## src/rtl/fetch_stage.sv

```systemverilog
// Instruction-fetch stage: owns the PC, addresses the combinational instruction
// memory and loads the IF/ID pipeline register feeding decode.
module fetch_stage #(
    parameter int                    WORD_WIDTH = 32,
    parameter logic [WORD_WIDTH-1:0] RESET_PC   = '0
) (
    input  logic                  clk,
    input  logic                  rst,
    input  logic                  freeze,
    input  logic                  flush,
    input  logic                  branch_taken,
    input  logic [WORD_WIDTH-1:0] branch_addr,
    output logic [WORD_WIDTH-1:0] imem_addr,
    input  logic [WORD_WIDTH-1:0] imem_instruction,
    output logic [WORD_WIDTH-1:0] if_pc,
    output logic [WORD_WIDTH-1:0] if_instruction,
    output logic                  if_valid
);

    logic [WORD_WIDTH-1:0] pc;
    logic [WORD_WIDTH-1:0] pc_plus4;
    logic [WORD_WIDTH-1:0] branch_target;

    assign imem_addr     = pc;
    assign pc_plus4      = pc + WORD_WIDTH'(4);
    assign branch_target = {branch_addr[WORD_WIDTH-1:2], 2'b00};

    // A taken branch wins over freeze: the stalled fetch is on the wrong path.
    always_ff @(posedge clk) begin
        if (rst) begin
            pc <= RESET_PC;
        end else if (branch_taken) begin
            pc <= branch_target;
        end else if (!freeze) begin
            pc <= pc_plus4;
        end
    end

    // A bubble is the all-zero word with if_valid low, identical to reset.
    always_ff @(posedge clk) begin
        if (rst || flush || branch_taken) begin
            if_pc          <= '0;
            if_instruction <= '0;
            if_valid       <= 1'b0;
        end else if (!freeze) begin
            if_pc          <= pc_plus4;
            if_instruction <= imem_instruction;
            if_valid       <= 1'b1;
        end
    end

endmodule

```

## config.mk

```make
export PLATFORM = sky130hd
export DESIGN_NAME = fetch_stage
export DESIGN_NICKNAME = d
export VERILOG_FILES = /design/src/rtl/fetch_stage.sv
export SDC_FILE = /design/constraint.sdc
export NUM_CORES = 1
export LEC_CHECK = 0
export BUFFER_PORTS_ARGS = -buffer_cell sky130_fd_sc_hd__buf_2
export CORE_ASPECT_RATIO = 2
export CORE_UTILIZATION = 40
export CTS_CLUSTER_SIZE = 28
export DETAILED_ROUTE_END_ITERATION = 10
export GPL_TIMING_DRIVEN = 0
export PLACE_DENSITY_LB_ADDON = 0.25
export SETUP_SLACK_MARGIN = 0.1
export SLEW_MARGIN = 15
export SYNTH_ARGS = -nofsm -noshare
export SYNTH_HDL_FRONTEND = slang
export SYNTH_SLANG_ARGS = --single-unit
```

## constraint.sdc

```tcl
create_clock -name clk -period 2.4 [get_ports clk]
set_input_delay 0.48 -clock clk [delete_from_list [all_inputs] [get_ports clk]]
set_output_delay 0.48 -clock clk [all_outputs]
set_load 0.02 [all_outputs]
```

* Word level (Yosys, flattened, before mapping) *
Index checks and enable logic that the tools add are counted.

word-level totals
  output and inout bits = 97
  flip-flop bits (word level) = 97
  bits of input ports = 69
  logic and storage cells = 12

cells by class
  $add $sub $neg = 1
  reduce and logical (&&, ||, !) cells = 3
  muxes and demuxes = 2
  equality and inequality tests = 1

operator list
  operator                 count
  $mux W32                 2
  $add A32 B3 Y32 const B  1
  $logic_or A1 B1 Y1       2
  $ne A2 B1 Y1 const B     1
  $reduce_or A2 Y1         1

* Depth between registers and ports, before layout *
Gate-level depths: netlist of run 1.

  word-level depth = 3
  mapped depth = 8
  depth with buffers taken out = 6

* Least setup slack after synthesis of run 1 *
OpenSTA, ideal clock, no wires.

  path kind = register to register
  start point = reg pc[4] (netlist: imem_addr[4])
  end point = reg pc[29] (netlist: imem_addr[29])
  path slack = 259 ps
  stages on the path, launching flop included = 8
  arrival time = 2021 ps
  required time = 2280 ps
  setup time = 120 ps
  path through = dfxtp_1 > buf_2 > and4_1 > buf_4 > nand2_2 > or4_1 > o31a_1 > o31a_1

between the ends
  longest elaborated chain between the ends = 3

RTL lines
  item                    line  RTL
  from (decl)             20    logic [WORD_WIDTH-1:0] pc;
  from (signal assigned)  33    pc <= branch_target;
  from (signal assigned)  35    pc <= pc_plus4;
  $add A32 B3 Y32         25    assign pc_plus4 = pc + WORD_WIDTH'(4);
  $mux W32                34    end else if (!freeze) begin
  $mux W32                32    end else if (branch_taken) begin

No other way between the ends. The select of a mux whose other input is x is not followed.
A chain may end at the register's enable or synchronous reset.

* Worst setup path after layout of run 1 *
  start point = reg pc[4] (netlist: imem_addr[4])
  end point = reg if_pc[31]

between the ends
  longest elaborated chain between the ends = 1

RTL lines
  item                  line  RTL
  $add A32 B3 Y32       25
  to (signal assigned)  46    if_pc <= pc_plus4;
  to (decl)             15    output logic [WORD_WIDTH-1:0] if_pc,

No other way between the ends.

==> impl_metrics.json, run 1 <==
{
  "seq_power_share_pct": 44.9,
  "post_cts_buffers": 0,
  "grt_max_degree": 15,
  "dr.pass1.iters": 5,
  "antenna_found_initial": 0,
  "crit_chain": "buf_2 > and4_1 > buf_4 > nand4_2 > or4_1 > or3_1 > a31oi_1",
  "p_clk_share_pct": 42.4,
  "required_ns": 2.67,
  "drt_iter0_drc": 169,
  "final_nets": 761,
  "diodes": 0,
  "async_flop_share_pct": 0,
  "fin_crit_sh_pct": 91.9,
  "finalPower_mw": 3.69,
  "vias": 4228,
  "clk_pin_slew_ns": 0.06,
  "met2_usage_pct": 45.8,
  "grt_pass1_wl_um": 20400,
  "root_buffer": "clkbuf_16",
  "final_common_cell": "buf_2",
  "cap_violations": 0,
  "io_pins": 166,
  "clk_path_buf_depth": 2,
  "synthMuxAreaShare_pct": 8.27,
  "avgViaCountPerCell": 5.08,
  "setup_viol": 0,
  "arrival_ns": 2.47,
  "io_buffer_count": 158,
  "p_int_mw": 2.76,
  "core_area_mm2": 0.0105,
  "synth.distinct_cells": 38,
  "path_class": "reg2reg",
  "synthAdderAreaFrac_pct": 0.287,
  "cts.sink_count": 93,
  "pre_cts_ws_ns": -0.163,
  "tightest_slew_ns": 0.666,
  "status": "completed",
  "peakVddDrop_v": 0.000526,
  "start_kind": "flop",
  "p_per_area_mw_per_mm2": 649,
  "row_count": 53,
  "gr-usage-met1_pct": 23.4,
  "syn-instance-count": 519,
  "worst_slack_ns": 0.195,
  "wirelength_um": 13200,
  "hold_viol_final": 0,
  "gp_congestion": 0.865,
  "yosys.area.top_type": "dfxtp_1",
  "synth-compound-area-share_pct": 14.4,
  "fmax_mhz": 454,
  "gr-total-overflow": 0,
  "seq_area_frac_synth_pct": 42.7,
  "slew_violations": 0,
  "synth_top_family_by_area": "simple AND/OR/NAND/NOR gates",
  "cp-end-kind": "flop",
  "fin_skew_ns": 0.00531,
  "initial_utilization_pct": 41.3,
  "dieArea_mm2": 0.0113,
  "synthFlopType": "dfxtp_1",
  "reg2reg_depth": 7,
  "grt_pass1_vias": 4224,
  "syn2layout_area_growth_pct": 30.5,
  "yosysWarningCount": 0,
  "synth_edf_count": 0,
  "tritoncts": "built",
  "htreeDepth": 3,
  "whs_path_depth": 3,
  "met3_usage_pct": 3.57,
  "clk_latency_ns": 0.34,
  "critPathSlowestCell": "or4_1",
  "synth.avg_cell_area_um2": 8.39,
  "fp.dieW_um": 75.8,
  "grt_usage_pct": 24.2,
  "synth_area_mm2": 0.00436,
  "grt-busiest-layer": "met2",
  "switching_share_pct": 25.3,
  "synth_xor_xnor_area_share_pct": 9.45,
  "dpl.hpwl_um": 10400,
  "yosysTopAreaCellShare_pct": 42.7,
  "fin_crit_ns": 2.20,
  "slew_headroom_pct": 55.6,
  "numCtsBuffers": 9,
  "ant_nets": 0,
  "p_switching_mw": 0.931,
  "layout_common_cells": "buf_2 (162), dfxtp_1 (91), nor2_1 (62)",
  "drive_gt1_share_pct": 28.0,
  "synth_seq_cells": 93,
  "path_max_fanout": 8,
  "die_height_um": 150,
  "p_leak_nw": 2.65,
  "hp-class": "in2reg",
  "drcViolationCount": 0,
  "rsz0062_at_grt": "false",
  "combPwrFrac_pct": 12.7,
  "slowest_delay_ns": 0.54,
  "synth-simple-area-share_pct": 18.1,
  "ys_top_cells_by_area": "dfxtp_1 (43%), mux2i_1 (8.3%), a21oi_1 (6.7%)",
  "wl_per_cell_um": 15.8
}
## flip-flops by register name (all words and copies together) (netlist names)
register        count
if_instruction     32
if_pc              30
imem_addr          30
if_valid            1
## power groups by stage
stage / Sequential [mW] / Combinational (mW) / Clock (mW)
after global placement: 1.69 / 0.463 / 0
after detailed placement: 1.69 / 0.469 / 0
after floorplan: 1.74 / 0.231 / 0
final: 1.66 / 0.469 / 1.56
after global routing: 1.66 / 0.512 / 1.65
after CTS: 1.65 / 0.472 / 1.58
## routing by layer
metal	up-vias	routed length [µm]
met5	-	0
met4	0	536
met3	29	659
met2	166	7330
met1	1929	4620
li1	2104	-
## area by class of cell
cell class | count | area (µm²)
inverter | 22 | 82.6
buffer | 47 | 213
multi-input combinational | 360 | 2240
timing repair buffer | 158 | 791
fill | 1043 | 4860
tap | 137 | 171
clock inverter | 3 | 67.6
clock buffer | 13 | 260
sequential | 93 | 1860
## cells in the mapped netlist (all sizes together), types with 2 or more instances
library cell and number:
dfxtp 93, nor2 62, a21oi 58, mux2i 36, clkbuf 28, o21ai 27
nand2 25, xnor2 25, xor2 22, inv 21, buf 19, o21a 18
nand3 15, nor3 14, nand4 11, nor4 11, or3 8, and3 5
and4 4, o31a 3, and2 2, or4 2
## logic make-up (layout without fill, tap and decap cells)
family | count (synthesis) | in the layout
AND/OR/NAND/NOR | 161 | 161
AO/OA/AOI/OAI | 111 | 111
flip-flops | 93 | 93
buffers and inverters | 69 | 243
XOR/XNOR | 47 | 47
multiplexers | 36 | 36
adder cells (fa/ha/maj) | 1 | 1
other | 1 | 4
## critical path: cells and delay by family (launching register included)
kind                   cells  cell delay (ns)
AND/OR/NAND/NOR            4             1.29
AO/OA/AOI/OAI              1             0.15
flip-flops                 1             0.33
buffers and inverters      2             0.35
## through the flow
step	utilization, %	hold WS, ns	setup TNS, ns	cells	area, µm²
2_1_floorplan	-	0.541	0	522	4370
3_3_place_gp	50.6	0.446	-3.22	817	5330
3_5_place_dp	50.6	0.452	-3.62	817	5330
4_1_cts	53.7	0.362	0	833	5660
5_1_grt	53.9	0.379	0	833	5690
6_report	53.9	0.363	0	833	5690
## path summary, 6_finish.rpt
path	to	from	slack, ns
max reg2reg	if_pc[31]	imem_addr[4]	0.20
min reg2reg	if_valid	if_valid	0.46
max	if_pc[31]	imem_addr[4]	0.20
min	if_instruction[29]	imem_instruction[29]	0.36
## repair_timing
item                       in CTS  in global routing
gates resized for setup         1                  9
pin swaps                       0                  0
hold buffers                    0                  0
setup endpoints to repair       2                 17
No activity file was read; power rests on OpenSTA's default activity.
==> run 2, diff against run 1 <==
--- a/config.mk
+++ b/config.mk
@@ -11,7 +11,7 @@
 export CTS_CLUSTER_SIZE = 28
 export DETAILED_ROUTE_END_ITERATION = 10
 export GPL_TIMING_DRIVEN = 0
-export PLACE_DENSITY_LB_ADDON = 0.25
+export PLACE_DENSITY = 0.67
 export SETUP_SLACK_MARGIN = 0.1
 export SLEW_MARGIN = 15
 export SYNTH_ARGS = -nofsm -noshare
==> impl_metrics.json, run 2 (synthesized netlist as in run 1, its figures left out) <==
{
  "fillers": 1050,
  "root_buffer": "clkbuf_16",
  "p_leak_nw": 2.64,
  "worst_slack_ns": 0.171,
  "fp.dieW_um": 75.8,
  "grt_pass1_vias": 4220,
  "fmax_mhz": 449,
  "required_ns": 2.63,
  "clk_latency_ns": 0.34,
  "cts.sink_count": 93,
  "grt_max_degree": 15,
  "clk_pin_slew_ns": 0.06,
  "dpl.hpwl_um": 10400,
  "path_max_fanout": 9,
  "r2r_slack_ns": 0.17,
  "path_class": "reg2reg",
  "slew_headroom_pct": 56.0,
  "r2r_start": "imem_addr[4]",
  "fin_crit_sh_pct": 92.9,
  "fin_cells": 837,
  "cp-endpoint": "imem_addr[29]",
  "tritoncts": "built",
  "ant_nets": 0,
  "critPathSlowestCell": "or4_1",
  "tightest_slew_ns": 0.660,
  "dr.pass1.iters": 4,
  "arrival_ns": 2.46,
  "holdWs_ns": 0.370,
  "slew_violations": 0,
  "setup_viol": 0,
  "cp-end-kind": "flop",
  "fin_skew_ns": 0.00624,
  "antenna_found_initial": 0,
  "io_buffer_count": 158,
  "clk_path_buf_depth": 2,
  "top_register": "if_instruction",
  "numCtsBuffers": 9,
  "row_count": 53,
  "htreeDepth": 3,
  "worstReg2RegEnd": "imem_addr[29]",
  "cp.depth": 7,
  "grt_usage_pct": 24.3,
  "final_common_cell": "buf_2",
  "hp-class": "in2reg",
  "crit_top_cell": "o31a_1",
  "status": "completed",
  "gr-total-overflow": 0,
  "fin_util_pct": 54.0,
  "drt_iter0_drc": 244,
  "diodes": 0,
  "dieArea_mm2": 0.0113,
  "avgViaCountPerCell": 5.08,
  "gp_congestion": 0.908,
  "layout_common_cells": "buf_2 (162), dfxtp_1 (93), nor2_1 (62)",
  "core_area_mm2": 0.0105,
  "reg2reg_depth": 7,
  "rsz0062_at_grt": "true",
  "whs_path_depth": 3,
  "grt_pass1_wl_um": 20500,
  "initial_utilization_pct": 41.3,
  "fin_crit_ns": 2.23,
  "pre_cts_ws_ns": -0.144,
  "peakVddDrop_v": 0.000387,
  "place_inst": 817,
  "largest_register_ffs": 32,
  "crit_path_start": "imem_addr[4]",
  "drive_gt1_share_pct": 28.0,
  "wirelength_um": 13200,
  "slowest_delay_ns": 0.56,
  "start_kind": "flop",
  "hold_viol_final": 0,
  "wl_per_cell_um": 15.8,
  "crit_chain": "buf_2 > and4_1 > buf_4 > nand2_2 > or4_1 > o31a_1 > o31a_1",
  "fin_setup_tns_ns": 0,
  "p_per_area_mw_per_mm2": 629,
  "worst-path-buf-inv": 2,
  "io_pins": 166,
  "cp_top_family": "simple AND/OR/NAND/NOR gates",
  "cap_violations": 0,
  "postCtsHoldBufs": 0,
  "vias": 4250,
  "final_nets": 765,
  "drcViolationCount": 0,
  "syn2layout_area_growth_pct": 30.7,
  "die_height_um": 150
}
==> run 2: report_power, final <==
| part | internal, mW | switching [mW] |
|---|---|---|
| logic | 0.188 | 0.283 |
| clock network | 0.865 | 0.587 |
| registers | 1.60 | 0.0597 |
| total | 2.65 | 0.929 |
==> run 2: worst reg2reg max path: cells and delay by family (launching register included) <==
| family | cells | cell delay (ns) |
|---|---|---|
| and+or+nand+nor | 3 | 0.95 |
| AOI/OAI and AO/OA | 2 | 0.48 |
| buffers and inverters | 2 | 0.36 |
| DFF | 1 | 0.33 |
==> run 2: timing repair <==
| item | CTS | global route |
|---|---|---|
| setup endpoints to repair | 0 | 14 |
| endpoints found under the hold margin | 0 | 0 |
| resized for setup | 0 | 7 |
| setup buffers | 0 | 4 |
==> run 2: how the worst min path moves through the flow <==
stage	from	endpoint	slack, ns
after floorplan	if_pc[4]	if_pc[4]	0.54
after global placement	if_valid	if_valid	0.45
after detailed placement	if_valid	if_valid	0.45
after CTS	imem_instruction[10]	if_instruction[10]	0.36
after global routing	branch_addr[7]	imem_addr[7]	0.37
final	imem_instruction[10]	if_instruction[10]	0.37
==> run 2: final cells by class <==
cell class	instances	area, µm²	share of cell area, %
repair buffers	162	821	14.4
multi-input cells	360	2240	39.4
clock inverters	3	43.8	0.769
flip-flops and latches	93	1860	32.7
plain buffers	47	211	3.71
clock buffers	13	260	4.57
well taps	137	171	3.01
inverters	22	82.6	1.45
==> run 2: stage by stage <==
stage	cell area, µm²	power [mW]
after floorplan	4370	1.97
after global placement	5330	2.15
after detailed placement	5330	2.16
after CTS	5630	3.61
after global routing	5700	3.72
final	5700	3.58
==> run 2: layer usage <==
metal | track usage [%] | wire length [µm]
met3 | 4.38 | 637
met4 | 12.3 | 470
met5 | 0 | 0
met2 | 46.2 | 7450
met1 | 23.4 | 4650
==> run 3, diff against run 2 <==
--- a/config.mk
+++ b/config.mk
@@ -12,6 +12,7 @@
 export DETAILED_ROUTE_END_ITERATION = 10
 export GPL_TIMING_DRIVEN = 0
 export PLACE_DENSITY = 0.67
+export REMOVE_ABC_BUFFERS = 1
 export SETUP_SLACK_MARGIN = 0.1
 export SLEW_MARGIN = 15
 export SYNTH_ARGS = -nofsm -noshare
==> constraint.sdc (replaced) <==
create_clock -name clk -period 2.4 [get_ports clk]
set_input_delay 0.12 -clock clk [delete_from_list [all_inputs] [get_ports clk]]
set_output_delay 0.12 -clock clk [all_outputs]
set_load 0.02 [all_outputs]
==> impl_metrics.json, run 3 (synthesized netlist as in run 1, its figures left out) <==
{
  "antenna_found_initial": 0,
  "p_per_area_mw_per_mm2": 654,
  "status": "completed",
  "hold_path_startpoint": "imem_instruction[7]",
  "setup_viol": 0,
  "syn2layout_area_growth_pct": 27.6,
  "drt_iter0_drc": 196,
  "r2r_start": "imem_addr[5]",
  "diodes": 0,
  "fin_crit_ns": 2.19,
  "dr.pass1.iters": 4,
  "drive_gt1_share_pct": 29.9,
  "place_area_mm2": 0.00514,
  "fin_crit_sh_pct": 91.4,
  "initial_utilization_pct": 41.3,
  "crit_chain": "and4_4 > nand4_2 > or4_1 > or3_1 > a31oi_1",
  "start_kind": "flop",
  "reg2reg_depth": 5,
  "final_common_cell": "buf_2",
  "crit_path_start": "imem_addr[5]",
  "row_count": 53,
  "io_pins": 166,
  "final_cell_area_mm2": 0.00556,
  "hold_viol_final": 0,
  "cp-end-kind": "flop",
  "fin_skew_ns": 0.00697,
  "fp.dieW_um": 75.8,
  "slew_violations": 0,
  "gr-total-overflow": 0,
  "fmax_mhz": 456,
  "clk_path_buf_depth": 2,
  "tritoncts": "built",
  "slowest_delay_ns": 0.55,
  "ant_nets": 0,
  "whs_endpoint": "if_instruction[7]",
  "clk_pin_slew_ns": 0.06,
  "wirelength_um": 11900,
  "path_class": "reg2reg",
  "dieArea_mm2": 0.0113,
  "arrival_ns": 2.46,
  "worstReg2RegEnd": "if_pc[31]",
  "grt_max_degree": 65,
  "grt_pass1_vias": 3987,
  "grt_pass1_wl_um": 18500,
  "path_max_fanout": 8,
  "wl_per_cell_um": 14.9,
  "slew_headroom_pct": 23.5,
  "root_buffer": "clkbuf_16",
  "core_area_mm2": 0.0105,
  "required_ns": 2.67,
  "cap_violations": 0,
  "vias": 4038,
  "die_height_um": 150,
  "io_buffer_count": 159,
  "peakVddDrop_v": 0.000447,
  "dpl.hpwl_um": 8150,
  "final_nets": 723,
  "gp_congestion": 0.767,
  "grt_usage_pct": 21.3,
  "avgViaCountPerCell": 5.08,
  "cts.sink_count": 93,
  "largest_register_ffs": 32,
  "htreeDepth": 3,
  "finalPower_mw": 3.64,
  "r2r_slack_ns": 0.21,
  "p_leak_nw": 2.58,
  "rsz0062_at_grt": "true",
  "layout_common_cells": "buf_2 (158), dfxtp_1 (90), nor2_1 (62)",
  "hp-class": "in2reg",
  "tightest_slew_ns": 1.15,
  "clk_latency_ns": 0.34,
  "whs_path_depth": 3,
  "drcViolationCount": 0,
  "numCtsBuffers": 9,
  "critPathSlowestCell": "or4_1",
  "top_register": "if_instruction"
}
-- run 3: report_power, final --
part / total (mW) / switching, mW / internal, mW
registers: 1.67 / 0.0755 / 1.60
clock network: 1.55 / 0.629 / 0.918
logic: 0.417 / 0.243 / 0.174
-- run 3: worst max-delay path: cells and delay by family (launching register included) --
family / cells / cell delay (ns)
AND/OR/NAND/NOR: 4 / 1.48
flip-flops: 1 / 0.47
AO/OA/AOI/OAI: 1 / 0.16
-- run 3: how the worst max path moves through the flow --
stage	end	slack [ns]	cells after the start
final	if_pc[31]	0.21	5
after global routing	if_pc[31]	0.05	5
after CTS	imem_addr[29]	0.04	5
after detailed placement	imem_addr[25]	-0.44	6
after global placement	imem_addr[25]	-1.91	6
after floorplan	imem_addr[29]	0.09	5
-- run 3: cell type report --
cell class | count | area, µm²
fillers | 1045 | 4980
multi-input cells | 360 | 2250
well taps | 137 | 171
repair buffers | 167 | 861
inverters | 22 | 87.6
flip-flops and latches | 93 | 1870
clock buffers | 9 | 225
clock inverters | 7 | 98.8
-- run 3: per-layer routing --
layer	part of all wire, %	track usage, %	up-vias
li1	-	-	2021
met1	40	22.8	1873
met2	54	39.0	123
met3	4.0	3.50	21
met4	2.5	9.54	0
met5	0	0	-
-- run 3: timing repair --
action                                  CTS  global route
endpoints found under the setup margin   10             3
hold endpoints to repair                  1             0
hold buffers                              1             0
gates resized for setup                   7             6
cloned                                    0             0
setup buffers                             0             6
-- run 3: metrics by stage --
stage	utilization [%]	worst slack [ns]	hold slack [ns]	TNS (ns)	cells
after floorplan	-	0.0856	0.189	0	475
after global placement	48.6	-1.91	0.349	-53.34	771
after detailed placement	48.8	-0.437	0.357	-2.57	772
after CTS	52.1	0.0367	0.00116	0	789
after global routing	52.7	0.0455	0.00397	0	795
final	52.7	0.207	0.0104	0	795
